`config.mk`:
```
export PLATFORM = sky130hd
export DESIGN_NAME = wb_retire_queue
export DESIGN_NICKNAME = d
export VERILOG_FILES = /design/src/rtl/common.sv /design/src/rtl/wb_retire_queue.sv
export SDC_FILE = /design/constraint.sdc
export NUM_CORES = 1
export LEC_CHECK = 0
export ABC_AREA = 0
export CELL_PAD_IN_SITES_DETAIL_PLACEMENT = 0
export CELL_PAD_IN_SITES_GLOBAL_PLACEMENT = 1
export CORE_ASPECT_RATIO = 0.8
export CORE_MARGIN = 2
export CORE_UTILIZATION = 45
export DETAILED_ROUTE_END_ITERATION = 12
export DONT_BUFFER_PORTS = 1
export PLACE_DENSITY = 0.73
export SLEW_MARGIN = 0
export SYNTH_ARGS = -nofsm -noshare
export SYNTH_HDL_FRONTEND = slang
export SYNTH_SLANG_ARGS = --single-unit
```
`constraint.sdc`:
```
create_clock -name clk -period 4.3 [get_ports clk]
set_input_delay 0.86 -clock clk [delete_from_list [all_inputs] [get_ports clk]]
set_output_delay 0.86 -clock clk [all_outputs]
set_load 0.02 [all_outputs]
```
`src/rtl/common.sv`:
```
// Shared pipeline types: write-back source selection carried from decode to retire.
package common;

  typedef enum logic [2:0] {
    RI_TYPE_LUI = 3'd0,
    LOAD        = 3'd1,
    JUMP        = 3'd2,
    ZICSR       = 3'd3,
    WB_MRET     = 3'd4,
    WB_NONE     = 3'd5
  } wb_sel_t;

endpackage

```
`src/rtl/wb_retire_queue.sv`:
```
// In-order write-back/retire queue: buffers executed instructions, merges returning load
// data with sub-word extraction, and retires one entry per cycle onto a registered RF port.
module wb_retire_queue
  import common::*;
#(
  parameter int unsigned XLEN  = 32,
  parameter int unsigned DEPTH = 4,
  parameter int unsigned CNT_W = $clog2(DEPTH + 1),
  parameter int unsigned OFS_W = $clog2(XLEN / 8)
) (
  input  logic               clk,
  input  logic               rst_n,
  input  logic               in_valid,
  output logic               in_ready,
  input  wb_sel_t            in_wb_sel,
  input  logic [4:0]         in_rd,
  input  logic [XLEN-1:0]    in_alu_result,
  input  logic [XLEN-1:0]    in_pc_plus_4,
  input  logic [XLEN-1:0]    in_csr_data,
  input  logic [1:0]         in_ld_size,
  input  logic               in_ld_unsigned,
  input  logic [OFS_W-1:0]   in_addr_lo,
  input  logic               rsp_valid,
  input  logic [XLEN-1:0]    rsp_data,
  output logic               rf_we,
  output logic [4:0]         rf_waddr,
  output logic [XLEN-1:0]    rf_wdata,
  output logic               retire,
  output logic [CNT_W-1:0]   count,
  output logic               rsp_err
);

  localparam int unsigned PTR_W = $clog2(DEPTH);

  typedef struct packed {
    logic             we;
    logic [4:0]       rd;
    logic             is_load;
    logic [1:0]       size;
    logic             uns;
    logic [OFS_W-1:0] ofs;
    logic [XLEN-1:0]  data;
  } entry_t;

  entry_t           ent_q [DEPTH];
  entry_t           ent_d [DEPTH];
  logic [PTR_W-1:0] wr_ptr_q, wr_ptr_d;
  logic [PTR_W-1:0] rd_ptr_q, rd_ptr_d;
  logic [CNT_W-1:0] count_q, count_d;
  logic             in_ready_q, in_ready_d;
  logic             rf_we_q, rf_we_d;
  logic [4:0]       rf_waddr_q, rf_waddr_d;
  logic [XLEN-1:0]  rf_wdata_q, rf_wdata_d;
  logic             retire_q, retire_d;
  logic             rsp_err_q, rsp_err_d;

  entry_t           head;
  entry_t           new_ent;
  logic             empty;
  logic             push;
  logic             pop;
  logic [OFS_W-1:0] ld_ofs;
  logic [XLEN-1:0]  ld_shift;
  logic [XLEN-1:0]  ld_mask;
  logic             ld_sign;
  logic [XLEN-1:0]  ld_val;

  // Build the entry to enqueue; non-load results are resolved here so retire only muxes loads.
  always_comb begin
    new_ent         = '0;
    new_ent.rd      = in_rd;
    new_ent.size    = in_ld_size;
    new_ent.uns     = in_ld_unsigned;
    new_ent.ofs     = in_addr_lo;
    case (in_wb_sel)
      RI_TYPE_LUI: begin new_ent.data = in_alu_result; new_ent.we = 1'b1; end
      LOAD:        begin new_ent.is_load = 1'b1;       new_ent.we = 1'b1; end
      JUMP:        begin new_ent.data = in_pc_plus_4;  new_ent.we = 1'b1; end
      ZICSR:       begin new_ent.data = in_csr_data;   new_ent.we = 1'b1; end
      default:     new_ent.we = 1'b0;
    endcase
    new_ent.we = new_ent.we && (in_rd != 5'd0);
  end

  // Sub-word load extraction: align the lane down to the access size, shift, then extend.
  always_comb begin
    ld_ofs  = head.ofs;
    ld_mask = XLEN'(32'hFFFF_FFFF);
    case (head.size)
      2'd0: begin
        ld_ofs  = head.ofs;
        ld_mask = XLEN'(32'h0000_00FF);
      end
      2'd1: begin
        ld_ofs  = head.ofs & ~OFS_W'(1);
        ld_mask = XLEN'(32'h0000_FFFF);
      end
      default: begin
        ld_ofs  = head.ofs & ~OFS_W'(3);
        ld_mask = XLEN'(32'hFFFF_FFFF);
      end
    endcase
    ld_shift = rsp_data >> {ld_ofs, 3'b000};
    case (head.size)
      2'd0:    ld_sign = ld_shift[7];
      2'd1:    ld_sign = ld_shift[15];
      default: ld_sign = ld_shift[31];
    endcase
    ld_val = ld_shift & ld_mask;
    if (!head.uns && ld_sign) begin
      ld_val = ld_val | ~ld_mask;
    end
  end

  always_comb begin
    head  = ent_q[rd_ptr_q];
    empty = (count_q == '0);
    push  = in_valid && in_ready_q;
    pop   = !empty && (!head.is_load || rsp_valid);

    for (int i = 0; i < int'(DEPTH); i++) begin
      ent_d[i] = ent_q[i];
    end
    if (push) begin
      ent_d[wr_ptr_q] = new_ent;
    end

    wr_ptr_d   = wr_ptr_q + PTR_W'(push);
    rd_ptr_d   = rd_ptr_q + PTR_W'(pop);
    count_d    = count_q + CNT_W'(push) - CNT_W'(pop);
    in_ready_d = (count_d != CNT_W'(DEPTH));

    rf_we_d    = pop && head.we;
    rf_waddr_d = pop ? head.rd : 5'd0;
    rf_wdata_d = '0;
    if (pop) begin
      rf_wdata_d = head.is_load ? ld_val : head.data;
    end
    retire_d   = pop;
    // A response with no LOAD waiting at the head has nowhere to go.
    rsp_err_d  = rsp_err_q || (rsp_valid && (empty || !head.is_load));
  end

  always_ff @(posedge clk or negedge rst_n) begin
    if (!rst_n) begin
      for (int i = 0; i < int'(DEPTH); i++) begin
        ent_q[i] <= '0;
      end
      wr_ptr_q   <= '0;
      rd_ptr_q   <= '0;
      count_q    <= '0;
      in_ready_q <= 1'b1;
      rf_we_q    <= 1'b0;
      rf_waddr_q <= 5'd0;
      rf_wdata_q <= '0;
      retire_q   <= 1'b0;
      rsp_err_q  <= 1'b0;
    end else begin
      for (int i = 0; i < int'(DEPTH); i++) begin
        ent_q[i] <= ent_d[i];
      end
      wr_ptr_q   <= wr_ptr_d;
      rd_ptr_q   <= rd_ptr_d;
      count_q    <= count_d;
      in_ready_q <= in_ready_d;
      rf_we_q    <= rf_we_d;
      rf_waddr_q <= rf_waddr_d;
      rf_wdata_q <= rf_wdata_d;
      retire_q   <= retire_d;
      rsp_err_q  <= rsp_err_d;
    end
  end

  assign in_ready = in_ready_q;
  assign rf_we    = rf_we_q;
  assign rf_waddr = rf_waddr_q;
  assign rf_wdata = rf_wdata_q;
  assign retire   = retire_q;
  assign count    = count_q;
  assign rsp_err  = rsp_err_q;

endmodule
```
After elaboration in Yosys (flattened, before gate mapping)
Cells that the tools add are included.
{"block": "word_totals", "ff_bits": 224, "input_bits": 145, "word_cells": 89}
{"block": "classes", "add_sub_neg": 4, "n_lt_le_gt_ge": 3, "eq_ne": 5, "shifts": 1, "mux": 16, "bitwise": 5, "reduce_logical": 18}
{"cell": "$bwmux W176", "count": 1}
{"cell": "$mux W44", "count": 3}
{"cell": "$mux W32", "count": 3}
{"cell": "$pmux W32 S3", "count": 1}
{"cell": "$bmux W44 S2", "count": 1}
{"cell": "$demux W44 S2", "count": 1}
{"cell": "$pmux W32 S2", "count": 1}
{"cell": "$and A32 B32 Y32", "count": 1}
{"cell": "$not A32 Y32", "count": 1}
{"cell": "$or A32 B32 Y32", "count": 1}
{"cell": "$shr A32 B5 Y32", "count": 1}
{"cell": "$logic_and A1 B1 Y1", "count": 7}
{"cell": "$eq A3 B2 Y1 const B", "count": 2}
{"cell": "$ge A3 B3 Y1 const B", "count": 2}
{"cell": "$logic_not A3 Y1", "count": 2}
{"cell": "$not A2 Y3", "count": 2}
{"cell": "$mux W5", "count": 1}
{"cell": "$reduce_bool A5 Y1", "count": 1}
{"cell": "$add A2 B1 Y2", "count": 2}
{"cell": "$pmux W2 S2", "count": 1}
{"cell": "$reduce_or A4 Y1", "count": 1}
{"cell": "$add A3 B1 Y3", "count": 1}
{"cell": "$eq A3 B1 Y1 const B", "count": 1}
{"cell": "$logic_not A1 Y1", "count": 3}
{"cell": "8 further kinds", "count": 11}

Longest topological paths before layout
{"block": "depth", "depth_word": 12, "ltp_mapped": 13}

Least setup slack after synthesis
OpenSTA, ideal clock, no wires.
{"block": "synth_timing", "path_kind": "reg-to-reg", "start": "reg rd_ptr_q[1]", "end": "reg in_ready_q, in the netlist in_ready", "setup_ns": 0.083, "arrival_ns": 2.972, "required_ns": 4.217, "setup_slack_ns": 1.246, "path_stages_with_launch": 14, "period_less_slack_ns": 3.054, "cell_sequence": "dfrtp_1 buf_2 mux2i_1 mux2_2 o21ai_1 inv_1 clkbuf_1 ha_1 inv_1 ha_1 fa_1 xor2_1 xnor2_1 nand2_1"}
{"block": "synth_between", "elab_chain_len": 9}
{"item": "start: declaration", "line_no": "wb_retire_queue.sv:48", "text": "logic [PTR_W-1:0] rd_ptr_q, rd_ptr_d;"}
{"item": "start signal: assignment", "line_no": "wb_retire_queue.sv:163", "text": "rd_ptr_q <= rd_ptr_d;"}
{"item": "$not A2 Y3 (implied by the code)", "line_no": "wb_retire_queue.sv:116", "text": "head = ent_q[rd_ptr_q];"}
{"item": "$bmux W44 S2", "line_no": "wb_retire_queue.sv:116"}
{"item": "$mux W44 (implied by the code) (2 in a row)", "line_no": "wb_retire_queue.sv:116"}
{"item": "$logic_not A1 Y1", "line_no": "wb_retire_queue.sv:119", "text": "pop = !empty && (!head.is_load || rsp_valid);"}
{"item": "$logic_or A1 B1 Y1", "line_no": "wb_retire_queue.sv:119"}
{"item": "$logic_and A1 B1 Y1", "line_no": "wb_retire_queue.sv:119"}
{"item": "net pop", "line_no": "wb_retire_queue.sv:61", "text": "logic pop;"}
{"item": "$sub A3 B1 Y3", "line_no": "wb_retire_queue.sv:130", "text": "count_d = count_q + CNT_W'(push) - CNT_W'(pop);"}
{"item": "net count_d[2]", "line_no": "wb_retire_queue.sv:49", "text": "logic [CNT_W-1:0] count_q, count_d;"}
{"item": "$ne A3 B3 Y1", "line_no": "wb_retire_queue.sv:131", "text": "in_ready_d = (count_d != CNT_W'(DEPTH));"}
{"item": "net in_ready_d", "line_no": "wb_retire_queue.sv:50", "text": "logic in_ready_q, in_ready_d;"}
{"item": "end signal: assignment", "line_no": "wb_retire_queue.sv:165", "text": "in_ready_q <= in_ready_d;"}
{"item": "end: declaration", "line_no": "wb_retire_queue.sv:50"}
The timed path passes the listed nets, and every way through them passes these cells. The select of a mux whose other input is x is not followed.
A chain may end at the register's enable or synchronous reset.

Worst setup path in the final report
{"block": "layout_timing", "start": "reg rd_ptr_q[1]", "end": "reg rf_wdata_q[11], in the netlist rf_wdata[11]"}
{"block": "layout_between", "elab_chain_len": 12, "word_cells_on_any_way": 21, "cone_classes": "eq/ne: 1; shift: 1; mux: 9; bitwise: 4; reduce/logical: 6"}
{"item": "$not A2 Y3 (implied by the code) (*)", "line_no": "wb_retire_queue.sv:116"}
{"item": "$bmux W44 S2 (*)", "line_no": "wb_retire_queue.sv:116"}
{"item": "$mux W44 (implied by the code) (*) (2 in a row)", "line_no": "wb_retire_queue.sv:116"}
{"item": "$eq A2 B1 Y1 / $logic_not A2 Y1 (equally long branches)", "line_no": "wb_retire_queue.sv:89, wb_retire_queue.sv:104"}
{"item": "$pmux W2 S2", "line_no": "wb_retire_queue.sv:89", "text": "case (head.size)"}
{"item": "$shr A32 B5 Y32", "line_no": "wb_retire_queue.sv:103", "text": "ld_shift = rsp_data >> {ld_ofs, 3'b000};"}
{"item": "$pmux W1 S2 / $and A32 B32 Y32 (equally long branches)", "line_no": "wb_retire_queue.sv:104, wb_retire_queue.sv:109"}
{"item": "$logic_and A1 B1 Y1 / $or A32 B32 Y32 (equally long branches)", "line_no": "wb_retire_queue.sv:110, wb_retire_queue.sv:111"}
{"item": "$mux W32", "line_no": "wb_retire_queue.sv:110", "text": "if (!head.uns && ld_sign) begin"}
{"item": "$mux W32", "line_no": "wb_retire_queue.sv:137", "text": "rf_wdata_d = head.is_load ? ld_val : head.data;"}
{"item": "$mux W32 (*)", "line_no": "wb_retire_queue.sv:136", "text": "if (pop) begin"}
{"item": "net rf_wdata_d[11]", "line_no": "wb_retire_queue.sv:53", "text": "logic [XLEN-1:0] rf_wdata_q, rf_wdata_d;"}
{"item": "end signal: assignment", "line_no": "wb_retire_queue.sv:168", "text": "rf_wdata_q <= rf_wdata_d;"}
{"item": "end: declaration", "line_no": "wb_retire_queue.sv:53"}
The timed path passes the listed nets; every way through them passes the cells marked *. The select of a mux whose other input is x is not followed.

==> impl_metrics.env <==
export IMPL_status="completed"
export IMPL_root_buffer="clkbuf_16"
export IMPL_grt_max_degree=225
export IMPL_rrSetupSlack_ps=1170
export IMPL_timing_rr_start="rd_ptr_q[1]"
export IMPL_worst_ir_drop_vdd_uv=294
export IMPL_cp_required_ps=4750
export IMPL_drive_gt1_share_pct=17.6
export IMPL_dp_cells=1186
export IMPL_track_usage_pct=21.1
export IMPL_layout_cells_non_filler=1230
export IMPL_syn_area_per_cell_sq_um=11.2
export IMPL_rows=49
export IMPL_htree_levels=1
export IMPL_wl_per_cell_um=20.6
export IMPL_cts_tree="yes"
export IMPL_slew_headroom_pct=22.0
export IMPL_wl_met1_um=12900
export IMPL_viasPerCell=5.56
export IMPL_cts_sinks=224
export IMPL_p_leak_nw=5.09
export IMPL_ctsResizeCount=0
export IMPL_netlist_area_leader_share_pct=53.2
export IMPL_synthArstFlopShare_pct=100
export IMPL_dr_max_layer_used="met4"
export IMPL_final_hold_viol_count=0
export IMPL_holdWs_ps=40.1
export IMPL_worst_pin_slew_ps=1170
export IMPL_maxCapViolCount=0
export IMPL_port_buffers=0
export IMPL_postCtsHoldBufs=0
export IMPL_rr_worst_depth=7
export IMPL_pin_count=189
export IMPL_ys_flop_type="dfrtp_1"
export IMPL_power_mw=9.38
export IMPL_postRouteWirelength_um=25400
export IMPL_firstDrtPassIters=4
export IMPL_synthTopCellsByArea="dfrtp_1 53%, mux4_2 11%, o21ai_0 8.9%"
export IMPL_die_width_um=175
export IMPL_yosysWarnings=0
export IMPL_syn_area_sq_um=10500
export IMPL_post_route_period_util_pct=72.9
export IMPL_cts_setup_buffers=0
export IMPL_start_kind="flip-flop"
export IMPL_r2r_end="rf_wdata[11]"
export IMPL_fmax_mhz=319
export IMPL_yosysMostFrequentCell="dfrtp_1"
export IMPL_antenna_cells=0
export IMPL_dr_wl_met2_um=10500
export IMPL_cp_data_arrival_time_ps=3580
export IMPL_synth_top_area_cell="dfrtp_1"
export IMPL_drc=0
export IMPL_period_minus_slack_ps=3130
export IMPL_start_util_pct=46.2
export IMPL_areaGrowthSynthToFinish_pct=10.3
export IMPL_ys_seq_area_share_pct=53.5
export IMPL_dieArea_sq_um=24500
export IMPL_netlist_top_cells_count="223 x dfrtp_1, 193 x nand2_1, 186 x o21ai_0"
export IMPL_drtIter0Drc=462
export IMPL_syn_nets=1086
export IMPL_nNetsFinal=1056
export IMPL_cts_buffer_depth=3
export IMPL_globalplace_congestion=0.854
export IMPL_slew_violations=0
export IMPL_finalSetupViolations=0
export IMPL_cts_made_buffers=24
export IMPL_crit_fanout=34
export IMPL_antenna_found_initial=2
export IMPL_clkLatencyLatePin_ps=510
export IMPL_drtAntennaViolNets=0
export IMPL_fin_skew_ps=20.1
export IMPL_vias=6842
export IMPL_synth_seq_cells=224
export IMPL_tns_ps=0
export IMPL_ys_types=43
export IMPL_grt_overflow=0
export IMPL_rsz0062_at_grt="no"
export IMPL_route_met3_wl_um=1600
export IMPL_critPathKind="flip-flop to flip-flop"
export IMPL_synth_cells=936
export IMPL_synth_edf_count=0
export IMPL_min_path_type="input pin to asynchronous set/reset pin"
export IMPL_grt_pass1_wl_um=40300
export IMPL_die_h_um=141
export IMPL_clk_transition_reported_paths_ps=60
export IMPL_endpoint_kind="flip-flop"
export IMPL_core_area_sq_um=22700
export IMPL_grt_pass1_vias=6806
export IMPL_power_density_nw_per_um2=811
export IMPL_hpwl_um=17300
export IMPL_postLayoutCoreUtil_pct=51.0
[layout make-up]
class	instances	area, sq um
fill	2046	11100
sequential	224	5610
clock inverter	9	123
inverter	6	22.5
timing repair buffer	11	82.6
clock buffer	35	733
tap	306	383
multi-input combinational	639	4620
[state kept, by name, summed over array words and instances (netlist names)]
name and flops:
ent_q 176, rf_wdata 32, rf_waddr 5, count 3, rd_ptr_q 2, wr_ptr_q 2, in_ready 1, retire 1
rf_we 1, rsp_err 1
[through the flow]
stage,instance area (sq um),setup WS (ps)
floorplan,10500,1250
global placement,10700,1200
detailed placement,10700,1170
CTS,11600,1160
global route,11600,959
finish,11600,1170
[layer usage]
layer	vias up	track usage [%]
li1	3227	-
met1	3384	33.8
met5	-	0
met2	204	30.2
met4	0	3.73
met3	27	3.91
[worst max-delay path by stage]
stage / from / endpoint / cells after the start
after floorplan: rd_ptr_q[1] / in_ready / 13
after CTS: rd_ptr_q[1] / in_ready / 11
after global routing: rd_ptr_q[1] / rf_wdata[20] / 7
final: rd_ptr_q[1] / rf_wdata[11] / 7
after detailed placement: rd_ptr_q[1] / in_ready / 11
after global placement: rd_ptr_q[0] / in_ready / 10
[cells in the final DEF (no fill, tap or decap), drive strengths merged, types with 4 or more instances in the layout]
cell / Yosys / final
dfrtp: 223 / 223
nand2: 194 / 194
o21ai: 188 / 188
mux4: 50 / 50
mux2i: 50 / 50
mux2: 43 / 43
nand2b: 35 / 35
clkbuf: 52 / 35
nor2: 18 / 18
a31oi: 16 / 16
buf: 15 / 11
a211o: 8 / 8
and2: 7 / 7
inv: 6 / 6
clkinv: 0 / 5
ha: 4 / 4
nand3: 4 / 4
[kinds of logic (layout without fill, tap and decap cells)]
logic type	count (synthesis)	after routing	synth area share [%]
and+or+nand+nor	267	267	11.3
DFF	224	224	53.5
AOI/OAI and AO/OA	220	220	11.3
muxes	143	143	20.1
buffers and inverters	73	61	2.78
adders and majority gates	5	5	0.668
xor gates and xnor gates	4	4	0.334
[report_power, final]
| part | leakage (nW) | switching (mW) | internal [mW] |
|---|---|---|---|
| clock network | 0.424 | 0.831 | 1.36 |
| logic | 1.77 | 1.83 | 1.61 |
| registers | 2.89 | 0.711 | 3.05 |
| total | 5.09 | 3.37 | 6.01 |
[worst max-delay path: stages (launching register included)]
cell and delay, ps:
dfrtp_2 610, buf_4 520, mux4_2 620, nand3b_4 250
o2bb2a_4 220, o211a_2 130, nor4_4 540, a211o_1 170
(Power assumes the default switching activity.)
